[src/rtl/pipe_ctrl_pkg.sv]
// Shared types and defaults for the pipeline sequencing controller.
// Latency: n/a (declarations only).
// Backpressure: n/a.
package pipe_ctrl_pkg;

    // Register index width of the ARM core (r0..r15)
    localparam int REG_W        = 4;
    localparam int MAX_WAIT_DEF = 64;
    localparam int CNT_W_DEF    = 16;

    typedef enum logic [1:0] {
        RUN      = 2'd0,
        MEM_WAIT = 2'd1,
        BR_PEND  = 2'd2
    } state_t;

endpackage

[src/rtl/hazard_detect.sv]
// Read-after-write hazard compare between ID sources and EXE/MEM destinations.
// Latency: purely combinational, zero cycles.
// Backpressure: none; the result only requests a stall from the controller.
// Build option: PIPE_CTRL_FORWARDING_EN restricts hazards to EXE load-use.
module hazard_detect
    import pipe_ctrl_pkg::*;
(
    input  logic [REG_W-1:0] src1,
    input  logic [REG_W-1:0] src2,
    input  logic             two_src,
    input  logic             id_valid,
    input  logic             exe_wb_en,
    input  logic [REG_W-1:0] exe_dest,
    input  logic             exe_mem_read,
    input  logic             mem_wb_en,
    input  logic [REG_W-1:0] mem_dest,
    output logic             hazard
);

    logic exe_hit;
    logic mem_hit;

    // A source only counts when the ID instruction really reads it
    assign exe_hit = (id_valid && (src1 == exe_dest)) ||
                     (id_valid && two_src && (src2 == exe_dest));
    assign mem_hit = (id_valid && (src1 == mem_dest)) ||
                     (id_valid && two_src && (src2 == mem_dest));

`ifdef PIPE_CTRL_FORWARDING_EN
    // MEM and non-load EXE results are forwarded; only a load in EXE stalls
    logic unused_mem_hit;
    assign unused_mem_hit = mem_hit ^ mem_wb_en;
    assign hazard = exe_mem_read && exe_wb_en && exe_hit;
`else
    // No bypass network: any pending writer of a source stalls
    logic unused_exe_mem_read;
    assign unused_exe_mem_read = exe_mem_read;
    assign hazard = (exe_wb_en && exe_hit) || (mem_wb_en && mem_hit);
`endif

endmodule

[src/rtl/pipe_ctrl.sv]
// Freeze/flush sequencing for the 5-stage pipe: memory stall > branch flush > RAW stall.
// Latency: control outputs are combinational (zero cycles); state/counters update on clk.
// Backpressure: a data-memory wait freezes PC..EX/MEM and bubbles MEM/WB until mem_ready.
// Build option: PIPE_CTRL_FORWARDING_EN selects load-use-only hazard detection.
module pipe_ctrl
    import pipe_ctrl_pkg::*;
#(
    parameter int MAX_WAIT = MAX_WAIT_DEF,
    parameter int CNT_W    = CNT_W_DEF
) (
    input  logic             clk,
    input  logic             rst,
    input  logic [REG_W-1:0] src1,
    input  logic [REG_W-1:0] src2,
    input  logic             two_src,
    input  logic             id_valid,
    input  logic             exe_wb_en,
    input  logic             mem_wb_en,
    input  logic [REG_W-1:0] exe_dest,
    input  logic [REG_W-1:0] mem_dest,
    input  logic             exe_mem_read,
    input  logic             branch_taken,
    input  logic             mem_req,
    input  logic             mem_ready,
    output logic             pc_freeze,
    output logic             if_id_freeze,
    output logic             if_id_flush,
    output logic             id_ex_flush,
    output logic             id_ex_freeze,
    output logic             ex_mem_freeze,
    output logic             mem_wb_bubble,
    output logic [CNT_W-1:0] stall_cnt,
    output logic [CNT_W-1:0] flush_cnt,
    output logic             mem_timeout
);

    localparam int WAIT_W = $clog2(MAX_WAIT + 1);

    state_t            state;
    state_t            state_nxt;
    logic              br_latch;
    logic              br_latch_nxt;
    logic              hazard;
    logic              mem_stall;
    logic              br_flush;
    logic [WAIT_W-1:0] wait_cnt;

    hazard_detect u_hazard (
        .src1         (src1),
        .src2         (src2),
        .two_src      (two_src),
        .id_valid     (id_valid),
        .exe_wb_en    (exe_wb_en),
        .exe_dest     (exe_dest),
        .exe_mem_read (exe_mem_read),
        .mem_wb_en    (mem_wb_en),
        .mem_dest     (mem_dest),
        .hazard       (hazard)
    );

    // Next state and pipeline controls, resolved in priority order
    always_comb begin
        state_nxt     = state;
        br_latch_nxt  = br_latch;
        mem_stall     = 1'b0;
        br_flush      = 1'b0;
        pc_freeze     = 1'b0;
        if_id_freeze  = 1'b0;
        if_id_flush   = 1'b0;
        id_ex_flush   = 1'b0;
        id_ex_freeze  = 1'b0;
        ex_mem_freeze = 1'b0;
        mem_wb_bubble = 1'b0;
        if (!rst) begin
            // Flush IF/ID and ID/EX so the pipe restarts from bubbles
            if_id_flush  = 1'b1;
            id_ex_flush  = 1'b1;
            state_nxt    = RUN;
            br_latch_nxt = 1'b0;
        end else begin
            if (state == MEM_WAIT) mem_stall = !mem_ready;
            else                   mem_stall = mem_req && !mem_ready;

            if (mem_stall) begin
                pc_freeze     = 1'b1;
                if_id_freeze  = 1'b1;
                id_ex_freeze  = 1'b1;
                ex_mem_freeze = 1'b1;
                mem_wb_bubble = 1'b1;
                state_nxt     = MEM_WAIT;
                // A branch resolved while frozen is replayed after release
                if (branch_taken) br_latch_nxt = 1'b1;
            end else begin
                br_flush = branch_taken || (state == BR_PEND);
                case (state)
                    MEM_WAIT: state_nxt = br_latch ? BR_PEND : RUN;
                    BR_PEND: begin
                        state_nxt    = RUN;
                        br_latch_nxt = 1'b0;
                    end
                    default:  state_nxt = RUN;
                endcase
                if (br_flush) begin
                    if_id_flush = 1'b1;
                    id_ex_flush = 1'b1;
                end else if ((state == RUN) && hazard) begin
                    pc_freeze    = 1'b1;
                    if_id_freeze = 1'b1;
                    id_ex_flush  = 1'b1;
                end
            end
        end
    end

    // FSM state and latched branch
    always_ff @(posedge clk) begin
        if (!rst) begin
            state    <= RUN;
            br_latch <= 1'b0;
        end else begin
            state    <= state_nxt;
            br_latch <= br_latch_nxt;
        end
    end

    // Saturating stall / flush performance counters
    always_ff @(posedge clk) begin
        if (!rst) begin
            stall_cnt <= '0;
            flush_cnt <= '0;
        end else begin
            if (pc_freeze && (stall_cnt != '1))   stall_cnt <= stall_cnt + 1'b1;
            if (if_id_flush && (flush_cnt != '1)) flush_cnt <= flush_cnt + 1'b1;
        end
    end

    // Memory wait length and sticky timeout; the FSM keeps waiting regardless
    always_ff @(posedge clk) begin
        if (!rst) begin
            wait_cnt    <= '0;
            mem_timeout <= 1'b0;
        end else if ((state == MEM_WAIT) && !mem_ready) begin
            if (wait_cnt != WAIT_W'(MAX_WAIT)) wait_cnt <= wait_cnt + 1'b1;
            if (wait_cnt >= WAIT_W'(MAX_WAIT - 1)) mem_timeout <= 1'b1;
        end else begin
            wait_cnt <= '0;
        end
    end

endmodule
[config.mk]
export PLATFORM = sky130hd
export DESIGN_NAME = pipe_ctrl
export DESIGN_NICKNAME = d
export VERILOG_FILES = /design/src/rtl/pipe_ctrl_pkg.sv /design/src/rtl/hazard_detect.sv /design/src/rtl/pipe_ctrl.sv
export SDC_FILE = /design/constraint.sdc
export NUM_CORES = 1
export LEC_CHECK = 0
export ABC_AREA = 1
export BUFFER_PORTS_ARGS = -buffer_cell sky130_fd_sc_hd__buf_2
export CORE_ASPECT_RATIO = 1.75
export CORE_MARGIN = 4
export CORE_UTILIZATION = 47
export CTS_CLUSTER_DIAMETER = 50
export DETAILED_ROUTE_END_ITERATION = 10
export HOLD_SLACK_MARGIN = 0.1
export PLACE_DENSITY = 0.75
export SYNTH_ARGS = -nofsm -noshare
export SYNTH_HDL_FRONTEND = slang
export SYNTH_SLANG_ARGS = --single-unit
export TNS_END_PERCENT = 100
[constraint.sdc]
create_clock -name clk -period 1.7 [get_ports clk]
set_input_delay 0.34 -clock clk [delete_from_list [all_inputs] [get_ports clk]]
set_output_delay 0.34 -clock clk [all_outputs]
set_load 0.05 [all_outputs]
==> key figures <==
Outcome
  – Outcome: finished with violations
  – Failing checks: setup timing

Cells and area
  – Fin area: ~3400 sq um
  – Fraction of layout cells with a size suffix above 1: 30.77%
  – Area growth, synth to finish: 30.37%
  – # diodes: 0
  – Fin nets: 511
  – Fin cells: 555

STA
  – Setup WS post-layout: -83.31 ps
  – Setup TNS: -347.0 ps
  – Final Cycle Share: 104.9%
  – Clk_skew: 4.564 ps
  – Hold Vio Cnt, Final: 0
  – Worst rel slew slack: 65.15%
  – Min Tclk post-route: 1783 ps
  – Worst-margin pin slew: 518.0 ps
  – RSZ-0062 raised after global routing: yes
  – Max Freq: between 500 and 600 MHz
  – Final count of negative-setup-slack endpoints: 5
  – Final Max Tran Viols: 0

Global route
  – Largest net degree at the start of global routing: 20
  – GRT Total Usage: 20.31%
  – GR Overflow Total: 0
  – Number of global-route vias before repair: 2668
  – Global-route wire length before repair: 11.12 mm
  – Initial antenna violation count: 0

Worst setup path
  – R2R Path End: flush_cnt[9]
  – Worst setup path class: reg2out
  – CP peak stage delay: 330 ps
  – FF-to-FF setup slack: 130 ps
  – Max stage delay cell, worst path: dfxtp_2
  – Crit end category: output pin
  – Worst Path Max Fanout: 5
  – Arrival time at the worst endpoint: 1440 ps
  – Startpoint Class: flop
  – Crit path max-delay family: simple AND/OR/NAND/NOR gates
  – CP dominant cell by count: inv_2
  – Reg2reg path depth: 11
  – Worst path buffer plus inverter count: 5
  – WP data required: 1360 ps
  – Worst path cell trace: inv_2, nand2_2, nor2_2, inv_2, nand2_4, inv_4, nor2_4, inv_2, nand2_4, buf_8
  – Worst r2r src: state[1]

Min path
  – Hold Path Sink: br_latch
  – Worst Hold Class: in2reg
  – HP Start: branch_taken
  – Hold path cells: 3

Floorplan
  – Core footprint: 5299 sq um
  – Std cell rows: 35
  – Die Span Y: around 110 microns
  – Die width: 64.00 microns
  – Io pins: 66
  – Initial core utilization: 48.67%
  – Die Area: 6783 sq um

Yosys
  – Synthesized flop and latch total: 43
  – Synth Cell Area: 2579 sq um
  – Seq/Total Area, Yosys: approximately a third
  – Avg Inst Size Synth: 6.447 sq um
  – Mapped Cells: 400
  – Synth cell types: 36
  – Number of synthesis warnings: 0
  – Syn nets: 430

Routing
  – Drt first pass iters: 5
  – Via count: ~2800
  – Drt drc: 0
  – DR iter-0 viols: 126
  – WL per Instance: ~12 microns
  – Drt total wl: 6.643 mm
  – Vias/cell: around 5
  – DRT antenna net count: 0

Placement
  – Placement Cell Area: 3128 sq um
  – Placed Cells incl. Taps: approximately 540
  – RePlAce Congestion: 0.9443
  – DP HPWL: 5.169 mm
  – Port Buffer Count: 64
  – Pre-CTS WS: -101.8 ps

Clock network
  – # clock sinks: 43
  – H-tree Lvls: 2
  – Cts hold-fix bufs: 0
  – CTS tree: yes
  – Longest Clk Path Bufs: 2
  – Total CTS buffers: 5
  – Clock latency on the worst-skew pair: 300 ps
  – CTS Root Cell: clkbuf_8
  – Worst-path clk slew: 80 ps

Pwr
  – LEAKAGE: 0.001552 uW
  – VDD IR max: 0.5025 mV
  – PD cells: 596.2 nW/um^2

Job
  – Max-Cap Viols: 0
report_power, final:
part | switching [uW] | internal [uW]
clock network | 344 | 283
registers | 11.0 | 1010
logic | 221 | 132
repair_timing:
action | in CTS | in global routing
endpoints found under the setup margin | 7 | 16
setup buffers | 2 | 4
pin swaps | 10 | 14
gates resized for setup | 18 | 15
worst max-delay path by stage:
| stage | startpoint | to | slack, ps | cells after the start |
|---|---|---|---|---|
| after global placement | mem_dest[1] | id_ex_flush | -60 | 12 |
| after global routing | state[1] | if_id_freeze | -170 | 10 |
| final | state[1] | if_id_freeze | -80 | 10 |
| after floorplan | state[0] | pc_freeze | -150 | 10 |
| after detailed placement | mem_dest[1] | id_ex_flush | -100 | 12 |
| after CTS | state[1] | if_id_freeze | -90 | 10 |
cells by family (layout without fill, tap and decap cells):
kind of cell	count (synthesis)	count (layout)	share of synthesized area, %
adder cells (fa/ha/maj)	4	4	1.941
AO/OA/AOI/OAI	48	48	9.899
buffers and inverters	70	151	11.21
AND/OR/NAND/NOR	219	219	38.14
XOR/XNOR	16	16	5.434
flip-flops	43	43	33.38
layout make-up:
cell class	instances	area (sq um)
repair buffers	86	564.3
multi-input cells	287	1508
well taps	74	92.59
flip-flops and latches	43	898.4
clock buffers	7	76.32
inverters	58	222.7
fillers	497	1937
registers in the layout, summed over array words and instances, names as in the netlist:
register / flops
mem_timeout: 1
stall_cnt: 16
state: 2
br_latch: 1
flush_cnt: 16
wait_cnt: 7
Yosys cell counts:
cell type	count	area, sq um
o21ai_1	2	10.01
buf_1	1	3.750
nand4_4	1	21.27
inv_2	9	33.78
nand2_1	97	364.1
nand3_1	35	175.2
nor3b_1	3	22.52
xnor2_1	7	61.31
inv_1	49	183.9
and3_1	1	6.260
o21ai_0	11	55.05
dfxtp_1	43	860.8
xor2_1	9	78.83
o21bai_1	1	7.510
buf_6	1	11.26
nand4_1	5	31.28
a31oi_1	1	6.260
o21a_1	1	7.510
nand3_2	1	10.01
nor2_4	1	11.26
o21ai_2	1	8.760
o211ai_1	1	7.510
clkbuf_1	3	11.26
o31ai_1	1	7.510
a21oi_1	29	145.1
nor2_2	3	18.77
nor2_1	49	183.9
nand3b_1	1	7.510
nor3_1	13	65.06
nand2_2	3	18.77
nor4_1	4	25.02
buf_4	4	30.03
ha_1	4	50.05
or2_1	1	6.260
buf_2	3	15.01
nor3_4	1	16.27
cell usage in the layout, fill, tap and decap left out, types with 2 or more instances in the layout:
master,synthesis,layout
ha_1,4,2
nor3b_1,3,3
nor4_1,4,4
inv_2,9,12
nand2_4,0,4
ha_2,0,2
clkbuf_1,3,2
nand2_2,3,4
dfxtp_2,0,15
nor2_4,1,4
o21ai_0,11,11
buf_8,0,3
nor2_2,3,3
inv_1,49,44
buf_2,3,52
nand4_1,5,5
o21ai_1,2,2
nor2_1,49,46
dfxtp_1,43,23
nor3_1,13,12
a21oi_1,29,29
inv_4,0,2
xor2_1,9,9
nand2_1,97,92
clkbuf_8,0,5
buf_6,1,7
xnor2_1,7,7
nand3_1,35,35
buf_4,4,24
dfxtp_4,0,5
through the flow:
step,power [uW],hold slack [ps],util [%]
CTS,2009,298.6,61.87
global placement,1354,431.7,59.03
finish,2005,311.3,63.45
floorplan,1273,422.9,-
detailed placement,1360,440.9,59.03
global route,2099,326.1,63.45
worst reg2reg max path, cell delays in order, from the launching register on:
cell,delay [ps]
dfxtp_2,330
inv_2,40
nor2_1,130
nor2_2,80
o21ai_4,220
nand2_4,110
inv_4,90
nand2_2,70
nor2_4,130
nand2_1,80
o21bai_1,130
a21oi_1,50
metal layers:
layer  track usage, %  vias to the layer above  part of all wire [%]
li1                 -                     1432                     -
met2            39.97                       76                    55
met4            9.892                        0                   2.8
met3            3.277                       16                   3.9
met5                0                        -                     0
met1            19.49                     1250                    38
Power figures use the tool's default switching activity.
